$ cat src/rtl/mem_port_arbiter.sv
// Two-requester arbiter/sequencer for a single-port memory: grant, issue, capture, acknowledge.
// Define ARB_ROUND_ROBIN_EN for round-robin tie-breaking; otherwise requester 0 has fixed priority.
module mem_port_arbiter #(
    parameter int AW = 4,
    parameter int DW = 32
) (
    input  logic          Clk,
    input  logic          Rst,
    input  logic          Req0,
    input  logic          Req1,
    input  logic [AW-1:0] Addr0,
    input  logic [AW-1:0] Addr1,
    input  logic          RW0,
    input  logic          RW1,
    input  logic [DW-1:0] WData0,
    input  logic [DW-1:0] WData1,
    output logic          Gnt0,
    output logic          Gnt1,
    output logic          Ack0,
    output logic          Ack1,
    output logic [DW-1:0] RData,
    output logic [AW-1:0] MemAddr,
    output logic          MemRW,
    output logic          MemEn,
    output logic [DW-1:0] MemWData,
    input  logic [DW-1:0] MemRData,
    output logic          Busy
);

    typedef enum logic [1:0] {IDLE, ISSUE, CAPTURE, DONE} state_t;

    state_t        state, state_nxt;
    logic          latch;
    logic          pick;
    logic          win_q;
    logic [AW-1:0] addr_q;
    logic          rw_q;
    logic [DW-1:0] wdata_q;
    logic [DW-1:0] rdata_q;

`ifdef ARB_ROUND_ROBIN_EN
    logic last_q;

    // On a tie the requester not served last wins; reset value favours requester 0.
    always_comb pick = (Req0 && Req1) ? ~last_q : ~Req0;

    always_ff @(posedge Clk) begin
        if (Rst)
            last_q <= 1'b1;
        else if (latch)
            last_q <= pick;
    end
`else
    always_comb pick = ~Req0;
`endif

    always_comb begin
        state_nxt = state;
        latch     = 1'b0;
        Gnt0      = 1'b0;
        Gnt1      = 1'b0;
        Ack0      = 1'b0;
        Ack1      = 1'b0;
        MemEn     = 1'b0;
        MemRW     = 1'b0;
        MemAddr   = '0;
        MemWData  = '0;
        Busy      = (state != IDLE);
        case (state)
            IDLE: begin
                if (Req0 || Req1) begin
                    latch     = 1'b1;
                    state_nxt = ISSUE;
                end
            end
            ISSUE: begin
                state_nxt = CAPTURE;
                MemEn     = 1'b1;
                MemRW     = rw_q;
                MemAddr   = addr_q;
                MemWData  = wdata_q;
            end
            CAPTURE: state_nxt = DONE;
            DONE: begin
                state_nxt = IDLE;
                Ack0      = ~win_q;
                Ack1      = win_q;
            end
            default: state_nxt = IDLE;
        endcase
        if (state != IDLE) begin
            Gnt0 = ~win_q;
            Gnt1 = win_q;
        end
    end

    always_ff @(posedge Clk) begin
        if (Rst) begin
            state   <= IDLE;
            win_q   <= 1'b0;
            addr_q  <= '0;
            rw_q    <= 1'b0;
            wdata_q <= '0;
            rdata_q <= '0;
        end else begin
            state <= state_nxt;
            if (latch) begin
                win_q   <= pick;
                addr_q  <= pick ? Addr1 : Addr0;
                rw_q    <= pick ? RW1 : RW0;
                wdata_q <= pick ? WData1 : WData0;
            end
            if (state == CAPTURE && !rw_q)
                rdata_q <= MemRData;
        end
    end

    assign RData = rdata_q;

endmodule
$ cat config.mk
export PLATFORM = sky130hd
export DESIGN_NAME = mem_port_arbiter
export DESIGN_NICKNAME = d
export VERILOG_FILES = /design/src/rtl/mem_port_arbiter.sv
export SDC_FILE = /design/constraint.sdc
export NUM_CORES = 1
export LEC_CHECK = 0
export CAP_MARGIN = 0
export CORE_MARGIN = 3
export CORE_UTILIZATION = 29
export DETAILED_ROUTE_END_ITERATION = 10
export GPL_ROUTABILITY_DRIVEN = 0
export PLACE_DENSITY_LB_ADDON = 0.08
export SLEW_MARGIN = 20
export SYNTH_ARGS = -nofsm -noshare
export SYNTH_HDL_FRONTEND = slang
export SYNTH_SLANG_ARGS = --single-unit
$ cat constraint.sdc
create_clock -name Clk -period 4.2 [get_ports Clk]
set_clock_uncertainty 0.15 [all_clocks]
set_input_delay 1.05 -clock Clk [delete_from_list [all_inputs] [get_ports Clk]]
set_output_delay 1.05 -clock Clk [all_outputs]
set_load 0.02 [all_outputs]
Word level (Yosys, flattened, before mapping)
Index checks and enable logic that the tools add are counted.
{ "totals": {"register_bits": 72, "latch_bits": 0, "ram_bits": 0, "mem_bits_ro": 0, "in_bits": 110, "out_inout_bits": 75, "mem_count": 0} }
{ "op_classes": {"n_addsub": 0, "mul": 0, "n_div": 0, "n_lt_le_gt_ge": 0, "eq_ne": 4, "shifts": 0, "mux": 15, "bitwise_logic": 2, "reduce_logical": 5} }
{ "ops": {"columns": ["cell", "n"], "rows": [
  ["2-to-1 mux 32 bit", 2],
  ["2-to-1 mux 1 bit", 9],
  ["2-to-1 mux 4 bit", 2],
  ["case mux 2 bit (4 select lines)", 1],
  ["equality test 2 bit, second input constant", 2],
  ["equality test 2 x 1 -> 1 bit, second input constant", 1],
  ["zero test 2 bit", 1],
  ["2-to-1 mux 2 bit", 1],
  ["!= test 2 bit, second input constant", 1],
  ["inverter 1 bit", 2],
  ["nonzero test 2 bit", 1],
  ["logical AND 1 bit", 1],
  ["zero test 1 bit", 1],
  ["logical OR 1 bit", 1]
]} }

Depth between registers and ports, before layout
Gate-level depths: netlist of the first run.
{ "logic_depth": {"ltp_word": 3, "depth_mapped": 7, "mapped_depth_nobuf": 5} }

Worst setup path before layout of the first run
Ideal clock, no wire load.
{ "synth_path": {"path_kind": "register to output", "from": "reg state[1]", "to": "out MemWData[0]", "arrival_time_ps": 1140, "slack_ps": 1860, "stages_incl_launch_ff": 5, "n_path_buf": 1, "cell_sequence": "dfxtp_1 -> inv_1 -> ha_1 -> clkbuf_1 -> and2_1"} }
{ "synth_between": {"elab_chain_cells": 2} }
{ "synth_rtl": {"columns": ["element", "line_no", "text"], "rows": [
  ["start, declared", "32", "state_t state, state_nxt;"],
  ["start signal, assigned", "106", "state <= state_nxt;"],
  ["equality test 2 x 1 -> 1 bit", "69", "case (state)"],
  ["2-to-1 mux 32 bit", "69", null],
  ["end, declared", "25", "output logic [DW-1:0] MemWData,"]
]} }
No other way between the ends.

Final worst setup path of the first run
{ "layout_path": {"from": "reg state[1]", "to": "out MemRW"} }
{ "layout_between": {"elab_chain_cells": 2} }
{ "layout_rtl": {"columns": ["element", "line_no", "text"], "rows": [
  ["equality test 2 x 1 -> 1 bit", "69", null],
  ["2-to-1 mux 1 bit", "69", null],
  ["end, declared", "23", "output logic MemRW,"]
]} }
No other way between the ends.

==> summary.md, run 1 <==
| Metric | Value |
|---|---|
| Async set or reset register ratio after synthesis | `0` |
| Layout Nets | `a little over 600` |
| Netlist area before placement | `0.003362 sq mm` |
| Most repeated cell in the gate-level netlist after synthesis | `sky130_fd_sc_hd__dfxtp_1` |
| Synth warn | `0` |
| Cts bufs inserted | `9` |
| Type of origin of the critical path | `flip-flop` |
| Std cell rows | `38` |
| Post-synthesis area per instance | `around 10 sq um` |
| Boundary pin count | `roughly 190` |
| Measured slew at the worst slew-check pin | `between 0.7 and 0.8 ns` |
| Initial Utilization | `0.3035` |
| Average wire per standard cell | `14.88 microns` |
| CP required | `roughly 3.0 ns` |
| Maximum number of pins on one net before global-route repair | `41` |
| Via count of the first global-routing pass | `around 3000` |
| Flip-flop and latch count after synthesis | `72` |
| Share of synthesized area occupied by flip-flops and latches | `0.4287` |
| Final critical path time including I/O delays and setup | `between 3 and 4 ns` |
| Cells taking the most area after synthesis | `sky130_fd_sc_hd__dfxtp_1 43%, sky130_fd_sc_hd__o2bb2ai_2 13%, sky130_fd_sc_hd__mux2i_1 11%` |
| Critical path launch point | `state[1]$_SDFFE_PP0P_` |
| Total Negative Setup Slacks | `0 ns` |
| Hold_sp | `RData[7]$_SDFFE_PP0P_` |
| Number of H-tree levels | `3` |
| Yosys top cell area share | `0.4287` |
| Vert. Die Dim | `113.7 microns` |
| Commonest cells post-synth | `72 x sky130_fd_sc_hd__dfxtp_1, 64 x sky130_fd_sc_hd__nand2_1, 38 x sky130_fd_sc_hd__and2_1, 38 x sky130_fd_sc_hd__mux2i_1, 33 x sky130_fd_sc_hd__a21oi_1` |
| Fmax achieved | `approximately 310 MHz` |
| Clock buffer depth | `2` |
| Compound-cell area share of the yosys netlist | `0.2103` |
| Overall overflow remaining after global route | `0` |
| Cell count after synthesis | `~330` |
| Total number of vias | `just under 3000` |
| Number of detailed-routing iterations run before antenna repair | `4` |
| Largest stage delay on the critical path | `between 0.6 and 0.7 ns` |
| Unrepaired setup endpoints after global routing | `no` |
| Buffers and inverters on the worst path | `3` |
| LEAKAGE | `about 2.1 nW` |
| Routed WL | `between 9000 and 10000 microns` |
| Slowest CP cell | `sky130_fd_sc_hd__clkdlybuf4s50_1` |
| Layout cells sized above 1 | `0.1102` |
| Clock tree from TritonCTS | `done` |
| Type of element capturing the critical path | `output pin` |
| Routed via count divided by cell count | `approximately 4.5` |
| Number of clock sinks | `72` |
| Max_slew headroom | `0.4973` |
| Multiplexer fraction of the synthesized cell area | `0.1131` |
| Post-layout worst setup margin | `around 0.95 ns` |
| Global-route total usage across every layer | `0.1497` |
| Combinational family with the most area after synthesis | `compound AO/OA/AOI/OAI gates` |
| Share of the synthesized netlist area taken by xor and xnor gates | `0` |
| Clock latency on the worst-skew pair | `0.32 ns` |
| Count of cell types in the netlist | `24` |
| Tcrit/Tclk final | `0.7746` |
| Number of antenna-violating nets in the routed design | `0` |
| Crit path arrival time | `around 2.1 ns` |
| Number of max-slew violations in the final report | `0` |
| Post-synthesis share of cell area spent on and, or, nand and nor gates | `0.1686` |
| Biggest area consumer among synthesized cells | `sky130_fd_sc_hd__dfxtp_1` |
| CP Class | `reg -> out` |
| Final hold violation count | `0` |
| Die Span X | `113.7 microns` |
| Hold-fix buffers at CTS | `0` |
| Worst Path Max Fanout | `37` |
| Crit-path cells | `inv_1 -> ha_1 -> buf_4 -> and2_1 -> clkdlybuf4s50_1` |
| Half-perimeter wire length of the detailed placement result | `just under 7000 microns` |
| Global-route wire length before repair | `15290 microns` |
| Setup violators final | `0` |
| Quantity of gates resized following cts | `0` |
| Syn-to-layout area delta | `65.13%` |
| Diode count | `0` |
| Max capacitance violation total | `0` |
| Post-Synth Adder-Cell Area | `0.02233` |
| Buffers inserted by post-CTS timing repair | `0` |
| Total nets after synthesis | `around 450` |
| Clock transition at path regs | `about 0.060 ns` |
| Initial drt markers | `between 100 and 150` |
| Initial antenna violation count | `0` |
| Top FF cell, synth | `sky130_fd_sc_hd__dfxtp_1` |
| Area of the die | `0.01292 sq mm` |
| Remaining design rule violation count | `0` |
| Result of the run | `completed` |
| Cell class contributing the biggest share of worst-path delay | `buffers and inverters` |
| Maximum vdd drop | `about 240 uV` |
| Worst reg2reg path startpoint | `state[0]$_SDFFE_PP0P_` |
| Power density normalized to cell area | `533.4 mW/mm^2` |
| Buffer type at the clock tree root | `sky130_fd_sc_hd__clkbuf_16` |
| Number of I/O port buffers | `184` |
| Setup slack after placement | `1.235 ns` |
| Number of enable flip-flop cells after synthesis | `0` |
| Hold/Removal Path Class | `reg -> reg` |
| Placeable Area | `between 0.01 and 0.015 sq mm` |
==> cells by family (layout without fill, tap and decap cells) <==
kind of cell / Yosys count / after routing
muxes: 38 / 38
DFF: 72 / 72
adders and majority gates: 6 / 6
and+or+nand+nor: 113 / 113
AOI/OAI and AO/OA: 73 / 73
buffers and inverters: 29 / 206
==> power breakdown <==
part           internal (mW)  switching, mW
Combinational          0.535          0.627
Sequential             0.857          0.109
Clock                  0.526          0.307
==> routing by layer <==
metal  vias up  routed length (microns)  track usage
met3        12                      816      0.04562
met2       109                     4450       0.2438
li1       1489                        -            -
met1      1331                     4246       0.1877
met4         0                      131      0.05288
met5         -                        0            0
==> stage by stage <==
step	hold slack [ns]	total power, mW	cell area, sq um	std cells	util
2_1_floorplan	0.2742	1.707	3362	331	-
3_3_place_gp	0.2872	2.140	5219	632	0.4711
3_5_place_dp	0.2913	2.166	5226	632	0.4718
4_1_cts	0.3081	3.018	5552	648	0.5011
5_1_grt	0.3304	3.155	5552	648	0.5011
6_report	0.3035	2.961	5552	648	0.5011
==> final timing paths <==
path / endpoint / slack (ns) / depth (start not counted)
min: RData[7]$_SDFFE_PP0P_ / 0.30 / 2
max: MemRW / 0.95 / 5
min reg2reg: RData[7]$_SDFFE_PP0P_ / 0.30 / 2
max reg2reg: wdata_q[18]$_SDFFE_PP0P_ / 2.18 / 5
==> layout by cell type (no fill, tap or decap) <==
cell type,netlist,layout
sky130_fd_sc_hd__clkinv_4,0,1
sky130_fd_sc_hd__nor3_1,1,1
sky130_fd_sc_hd__nand2b_4,1,1
sky130_fd_sc_hd__clkinv_2,0,1
sky130_fd_sc_hd__nand2_1,64,64
sky130_fd_sc_hd__buf_4,3,3
sky130_fd_sc_hd__nor2_8,1,1
sky130_fd_sc_hd__and2_1,38,38
sky130_fd_sc_hd__dfxtp_1,72,72
sky130_fd_sc_hd__nor2b_1,2,1
sky130_fd_sc_hd__and2b_1,1,1
sky130_fd_sc_hd__nand2b_2,0,1
sky130_fd_sc_hd__clkdlybuf4s50_1,0,183
sky130_fd_sc_hd__clkbuf_16,0,9
sky130_fd_sc_hd__inv_1,3,3
sky130_fd_sc_hd__nor2b_4,0,1
sky130_fd_sc_hd__inv_6,0,3
sky130_fd_sc_hd__nor2_1,3,3
sky130_fd_sc_hd__nor3b_2,1,1
sky130_fd_sc_hd__a211oi_1,2,2
sky130_fd_sc_hd__a21oi_1,33,33
sky130_fd_sc_hd__buf_2,12,1
sky130_fd_sc_hd__o2bb2ai_2,30,30
sky130_fd_sc_hd__mux2i_1,38,38
sky130_fd_sc_hd__bufinv_16,0,2
sky130_fd_sc_hd__ha_1,6,6
sky130_fd_sc_hd__o21a_4,1,1
sky130_fd_sc_hd__o2bb2ai_1,7,7
==> state kept, by name (all words and copies together) (netlist names) <==
name	count
wdata_q	32
win_q	1
state	2
RData	32
rw_q	1
addr_q	4
==> worst reg2reg max path, cell delays in order (launching register included) <==
cell,delay (ns)
sky130_fd_sc_hd__dfxtp_1,0.41
sky130_fd_sc_hd__inv_1,0.11
sky130_fd_sc_hd__ha_1,0.31
sky130_fd_sc_hd__o21a_4,0.19
sky130_fd_sc_hd__nor2_8,0.58
sky130_fd_sc_hd__o2bb2ai_1,0.19
==> cell type report <==
cell class              count  area (sq um)
fillers                  1088          5527
inverters                   3         11.26
clock buffers               9         225.2
clock inverters             7         100.1
well taps                 140         175.2
multi-input cells         230          1739
flip-flops and latches     72          1441
repair buffers            187          1859
Note: power is estimated with default switching activity, not from simulation.
==> run 2, diff against run 1 <==
clock period = 3.11 ns   (was 4.2 ns; I/O delays follow)
==> run 2 against run 1 <==
Effect of this change: sequential share of layout area down 0.36 points; critical path type unchanged; setup slack worse by 0.79 ns; die area unchanged; global-route usage about the same; first-iteration DRC count down 7.5%; clock power up 38%; total power up 38%; core utilization up 0.70 points; sequential cell count unchanged; critical path depth down 1; final area up 1.4%; non-clock buffer count up 5.
==> summary.md, run 2 (synthesis results as in run 1) <==
| Metric | Value |
|---|---|
| Half-perimeter wire length of the detailed placement result | `7216 microns (+5.1%)` |
| Total number of vias | `2948 (+0.24%)` |
| Crit path arrival time | `2.03 ns (-0.02 ns)` |
| Part of the total power dissipated in sequential elements | `0.319 (-0.007)` |
| Power density normalized to cell area | `725.0 mW/mm^2 (+36%)` |
| Switching share of power | `0.3425 (-0.009905)` |
| Unrepaired setup endpoints after global routing | `no` |
| Type of origin of the critical path | `flip-flop` |
| Internal power contribution | `2.683 mW (+40%)` |
| Diode count | `0 (unchanged)` |
| Post-route worst hold slack | `0.3037 ns (+0.0001260 ns)` |
| Routed via count divided by cell count | `4.515 (-0.53%)` |
| Number of max-slew violations in the final report | `0 (unchanged)` |
| Total Negative Setup Slacks | `0 ns (unchanged)` |
| Number of clock sinks | `72 (unchanged)` |
| Global-route total usage across every layer | `0.1494 (-0.0003839)` |
| CP required | `2.18 ns (-0.82 ns)` |
| Hold-fix buffers at CTS | `0 (unchanged)` |
| Tcrit/Tclk final | `0.9511` |
| Maximum vdd drop | `274.9 uV (+17%)` |
| Clock latency on the worst-skew pair | `0.32 ns (about the same)` |
| Area of the die | `0.01292 sq mm (unchanged)` |
| Worst Path Max Fanout | `8 (-78%)` |
| Combinational share of power | `0.398 (+0.006)` |
| Power, Total | `4.081 mW (+38%)` |
| Clock group share of total power | `0.282 (about the same)` |
| Sw Pwr | `1.398 mW (+34%)` |
| Maximum number of pins on one net before global-route repair | `38 (-7.3%)` |
| Number of I/O port buffers | `184 (unchanged)` |
| Remaining design rule violation count | `0 (unchanged)` |
| Final critical path time including I/O delays and setup | `between 2 and 3 ns` |
| Boundary pin count | `185 (unchanged)` |
| Layout Nets | `624 (+0.81%)` |
| Overall overflow remaining after global route | `0 (unchanged)` |
| Vert. Die Dim | `113.7 microns (unchanged)` |
| Initial Utilization | `0.3035 (unchanged)` |
| Clock buffer depth | `2 (unchanged)` |
| CP Class | `reg -> out` |
| Number of H-tree levels | `3 (unchanged)` |
| Layout cells sized above 1 | `0.1170 (+0.006723)` |
| Initial drt markers | `99 (-7.5%)` |
| Clock tree from TritonCTS | `done` |
| Number of detailed-routing iterations run before antenna repair | `4 (unchanged)` |
| Max_slew headroom | `0.5157 (+0.01842)` |
| Critical path launch point | `state[0]$_SDFFE_PP0P_` |
| Result of the run | `completed` |
| Clock transition at path regs | `0.06 ns (about the same)` |
| Fmax achieved | `approximately 340 MHz` |
| Cts bufs inserted | `9 (unchanged)` |
| Buffer type at the clock tree root | `sky130_fd_sc_hd__clkbuf_16` |
| Number of antenna-violating nets in the routed design | `0 (unchanged)` |
| Placeable Area | `0.01108 sq mm (unchanged)` |
| LEAKAGE | `2.140 nW (+1.9%)` |
| Global-route wire length before repair | `15500 microns (+1.4%)` |
| Average wire per standard cell | `14.94 microns (+0.41%)` |
| Measured slew at the worst slew-check pin | `0.7249 ns (-0.02916 ns)` |
| Leading cell types in the layout, fill and taps excluded | `183 x sky130_fd_sc_hd__clkdlybuf4s50_1, 72 x sky130_fd_sc_hd__dfxtp_1, 64 x sky130_fd_sc_hd__nand2_1` |
| Hold/Removal Path Class | `reg -> reg` |
| Final hold violation count | `0 (unchanged)` |
| Hold_sp | `RData[6]$_SDFFE_PP0P_` |
| Die Span X | `113.7 microns (unchanged)` |
| Syn-to-layout area delta | `67.44%` |
| Worst reg2reg path startpoint | `state[0]$_SDFFE_PP0P_` |
| Initial antenna violation count | `0 (unchanged)` |
| Routed WL | `9758 microns (+1.2%)` |
| Max capacitance violation total | `0 (unchanged)` |
| Setup violators final | `0 (unchanged)` |
| Std cell rows | `38 (unchanged)` |
| Most common cell after layout, fill and taps aside | `sky130_fd_sc_hd__clkdlybuf4s50_1` |
| Type of element capturing the critical path | `output pin` |
| Via count of the first global-routing pass | `3111 (+3.5%)` |
[run 2: final timing paths]
path | to | slack, ns | cells past startpoint
max | Gnt1 | 0.15 | 4
min | RData[6]$_SDFFE_PP0P_ | 0.30 | 2
min reg2reg | RData[6]$_SDFFE_PP0P_ | 0.30 | 2
max reg2reg | addr_q[2]$_SDFFE_PP0P_ | 1.17 | 6
[run 2: final cells by class]
cell class                 count  area, sq um
fill                        1057         5449
sequential                    72         1441
inverter                       3        11.26
tap                          140        175.2
timing repair buffer         192         1926
multi-input combinational    230         1737
clock inverter                 5        86.33
clock buffer                  11        252.7
[run 2: worst max-delay path: stages, from the launching register on]
cell and delay, ns:
sky130_fd_sc_hd__dfxtp_1 0.43, sky130_fd_sc_hd__inv_1 0.11, sky130_fd_sc_hd__ha_1 0.31, sky130_fd_sc_hd__and2b_1 0.23, sky130_fd_sc_hd__clkdlybuf4s50_1 0.63
[run 2: timing repair]
action	in CTS	in global routing
setup buffers	0	0
endpoints found under the setup margin	0	9
resized for setup	0	1
[run 2: per-stage QoR]
stage / worst slack, ns / util / instances / area (sq um)
floorplan: 1.043 / - / 331 / 3362
global placement: 0.4630 / 0.4767 / 637 / 5281
detailed placement: 0.4393 / 0.4772 / 637 / 5286
CTS: 0.07241 / 0.5078 / 653 / 5625
global route: 0.04940 / 0.5081 / 653 / 5629
finish: 0.1521 / 0.5081 / 653 / 5629
[run 2: power groups by stage]
| stage | Combinational, mW | Sequential (mW) | Clock, mW |
|---|---|---|---|
| 2_1_floorplan | 0.918 | 1.39 | 0 |
| 5_1_grt | 1.76 | 1.34 | 1.23 |
| 3_3_place_gp | 1.63 | 1.32 | 0 |
| 4_1_cts | 1.65 | 1.31 | 1.19 |
| 6_report | 1.63 | 1.30 | 1.15 |
| 3_5_place_dp | 1.65 | 1.32 | 0 |
[run 2: metal layers]
layer  GRT usage  vias to the layer above  wire, microns
met5           0                        -              0
met4     0.05128                        0            124
met3     0.04509                       12            865
met2      0.2536                      113           4654
met1      0.1793                     1331           4113
li1            -                     1492              -
==> run 3, diff against run 2 <==
CORE_UTILIZATION = 35   (was 29)
SLEW_MARGIN = unset   (was 20)
==> run 3 against run 2 <==
Effect of this change: hold slack barely moved; highest routed layer unchanged; sequential power about the same; final area shrank 3.0%; global-route usage increased by 2.1 points; first-iteration DRC count down 24%; final cell count down 1.8%; die area shrank 16%; sequential share of layout area increased by 0.80 points; clock power decreased by 37%; critical path depth is the same; count of clock-buffer cells in the layout stayed put; non-clock buffer count stayed put.
==> summary.md, run 3 (synthesis results as in run 1) <==
| Metric | Value |
|---|---|
| Result of the run | `completed` |
| Final hold violation count | `0 (unchanged)` |
| Routed via count divided by cell count | `4.559 (+0.97%)` |
| Global-route total usage across every layer | `0.1705 (+0.02118)` |
| Number of I/O port buffers | `184 (unchanged)` |
| Combined area of the multi-input logic cells | `0.001732 sq mm (-0.29%)` |
| Endpoint with the worst hold slack | `RData[10]$_SDFFE_PP0P_` |
| Max_slew headroom | `0.1824 (-0.3333)` |
| Worst reg2reg path startpoint | `state[0]$_SDFFE_PP0P_` |
| Final critical path time including I/O delays and setup | `2.968 ns (+0.009997 ns)` |
| Leading cell types in the layout, fill and taps excluded | `183 x sky130_fd_sc_hd__clkdlybuf4s50_1, 72 x sky130_fd_sc_hd__dfxtp_1, 64 x sky130_fd_sc_hd__nand2_1` |
| Syn-to-layout area delta | `62.34%` |
| Initial antenna violation count | `0 (unchanged)` |
| Clock latency on the worst-skew pair | `0.33 ns (about the same)` |
| Worst hold path stage count | `2 (unchanged)` |
| Initial drt markers | `75 (-24%)` |
| Average wire per standard cell | `14.48 microns (-3.1%)` |
| Global-route wire length before repair | `14960 microns (-3.5%)` |
| Tcrit/Tclk final | `0.9543 (+0.003214)` |
| Part of the total power dissipated in sequential elements | `0.358 (+0.039)` |
| Slowest CP cell | `sky130_fd_sc_hd__clkdlybuf4s50_1` |
| Number of max-slew violations in the final report | `0 (unchanged)` |
| Remaining design rule violation count | `0 (unchanged)` |
| Overall overflow remaining after global route | `0 (unchanged)` |
| Max capacitance violation total | `0 (unchanged)` |
| Routed WL | `9284 microns (-4.9%)` |
| Switching share of power | `0.3654 (+0.02286)` |
| Cts bufs inserted | `9 (unchanged)` |
| Maximum vdd drop | `352.7 uV (+28%)` |
| Number of placed instances with taps included | `626 (-1.7%)` |
| Total number of vias | `2922 (-0.88%)` |
| Area taken by flip-flops and latches | `0.001441 sq mm (unchanged)` |
| Depth of the most critical reg-to-reg path | `5 (-1)` |
| Maximum number of pins on one net before global-route repair | `38 (unchanged)` |
| Number of H-tree levels | `3 (unchanged)` |
| Power density normalized to cell area | `665.6 mW/mm^2 (-8.2%)` |
| R2R Path End | `RData[6]$_SDFFE_PP0P_` |
| Clock tree from TritonCTS | `done` |
| Fmax achieved | `336.9 MHz (-0.34%)` |
| Worst Path Max Fanout | `8 (unchanged)` |
| Std cell rows | `35 (-7.9%)` |
| Crit path arrival time | `2.04 ns (about the same)` |
| Filler-free cell count of the finished design | `641 (-1.8%)` |
| Boundary pin count | `185 (unchanged)` |
| Number of fillers in the final layout | `859 (-19%)` |
| Buffer type at the clock tree root | `sky130_fd_sc_hd__clkbuf_8` |
| Clock buffer depth | `2 (unchanged)` |
| Hold_sp | `RData[10]$_SDFFE_PP0P_` |
| Total Negative Setup Slacks | `0 ns (unchanged)` |
| Largest stage delay on the critical path | `0.62 ns (about the same)` |
| Measured slew at the worst slew-check pin | `1.221 ns (+0.4959 ns)` |
| Die Span X | `104.0 microns (-8.5%)` |
| Internal power contribution | `2.305 mW (-14%)` |
| Clock transition at path regs | `0.07 ns (about the same)` |
| LEAKAGE | `2.070 nW (-3.2%)` |
| Half-perimeter wire length of the detailed placement result | `6869 microns (-4.8%)` |
| Layout cells sized above 1 | `0.1133 (-0.003678)` |
| Number of detailed-routing iterations run before antenna repair | `4 (unchanged)` |
| Type of element capturing the critical path | `output pin` |
| Diode count | `0 (unchanged)` |
| Unrepaired setup endpoints after global routing | `no` |
| Clock group share of total power | `0.199 (-0.083)` |
| CP Class | `reg -> out` |
| Combinational share of power | `0.443 (+0.045)` |
| Hold-fix buffers at CTS | `0 (unchanged)` |
| Crit-path cells | `inv_1 -> ha_1 -> and2b_1 -> clkdlybuf4s50_1` |
| Vert. Die Dim | `104.0 microns (-8.5%)` |
| Placeable Area | `0.009284 sq mm (-16%)` |
| Area of the die | `0.01082 sq mm (-16%)` |
| Initial Utilization | `0.3621 (+0.05865)` |
| CP required | `2.18 ns (about the same)` |
| Sw Pwr | `1.327 mW (-5.1%)` |
| Hold/Removal Path Class | `reg -> reg` |
| Type of origin of the critical path | `flip-flop` |
| Layout Nets | `624 (unchanged)` |
| Reg2Reg Setup Slack | `0.92 ns (-0.25 ns)` |
| Most common cell after layout, fill and taps aside | `sky130_fd_sc_hd__clkdlybuf4s50_1` |
| Via count of the first global-routing pass | `2928 (-5.9%)` |
| Number of clock sinks | `72 (unchanged)` |
| Number of antenna-violating nets in the routed design | `0 (unchanged)` |
| Setup violators final | `0 (unchanged)` |
## run 3: what timing repair did
item / in CTS / in global routing
endpoints found under the setup margin: 0 / 7
resized for setup: 0 / 1
buffers inserted: 0 / 0
## run 3: through the flow
stage          power, mW  hold WS [ns]  utilization  setup slack (ns)  cell area, sq um
6_report           3.632        0.3037       0.5879            0.1421              5458
5_1_grt            3.867        0.3235       0.5879           0.02804              5458
4_1_cts            3.690        0.3058       0.5875           0.06832              5454
3_5_place_dp       2.952        0.2911       0.5674            0.4414              5268
3_3_place_gp       2.927        0.2862       0.5674            0.5061              5268
2_1_floorplan      2.306        0.2742            -             1.043              3362
## run 3: worst max-delay path by stage
stage,start,endpoint,slack [ns],depth (start not counted)
4_1_cts,state[1]$_SDFFE_PP0P_,MemWData[8],0.07,5
5_1_grt,state[0]$_SDFFE_PP0P_,Gnt1,0.03,4
3_3_place_gp,state[1]$_SDFFE_PP0P_,MemWData[18],0.51,5
2_1_floorplan,state[1]$_SDFFE_PP0P_,MemWData[0],1.04,4
3_5_place_dp,state[1]$_SDFFE_PP0P_,MemWData[8],0.44,5
6_report,state[0]$_SDFFE_PP0P_,Gnt1,0.14,4
## run 3: cell type report
type	instances	area share
Timing Repair Buffer	192	0.3528
Clock buffer	11	0.02591
Multi-Input combinational cell	230	0.3173
Inverter	3	0.002063
Tap cell	129	0.02957
Sequential cell	72	0.2641
Clock inverter	4	0.008253
## run 3: power by group through the flow
stage	Sequential (mW)	Clock [mW]	Combinational, mW
floorplan	1.39	0	0.918
global placement	1.31	0	1.62
detailed placement	1.32	0	1.63
CTS	1.30	0.752	1.64
global route	1.33	0.790	1.75
finish	1.30	0.721	1.61
## run 3: worst max-delay path: cells and delay by family, from the launching register on
kind          cells  cell delay (ns)
fa+ha+maj         1             0.30
buf+inv           2             0.73
flops             1             0.43
simple gates      1             0.23
## run 3: layer usage
metal  vias up  routed length (microns)  share of wire  global-route usage
met3         7                      631          0.068             0.05338
met1      1335                     3978           0.43              0.2113
met4         0                       95          0.010             0.05128
met2        96                     4579           0.49              0.2841
li1       1484                        -              -                   -
met5         -                        0              0                   0
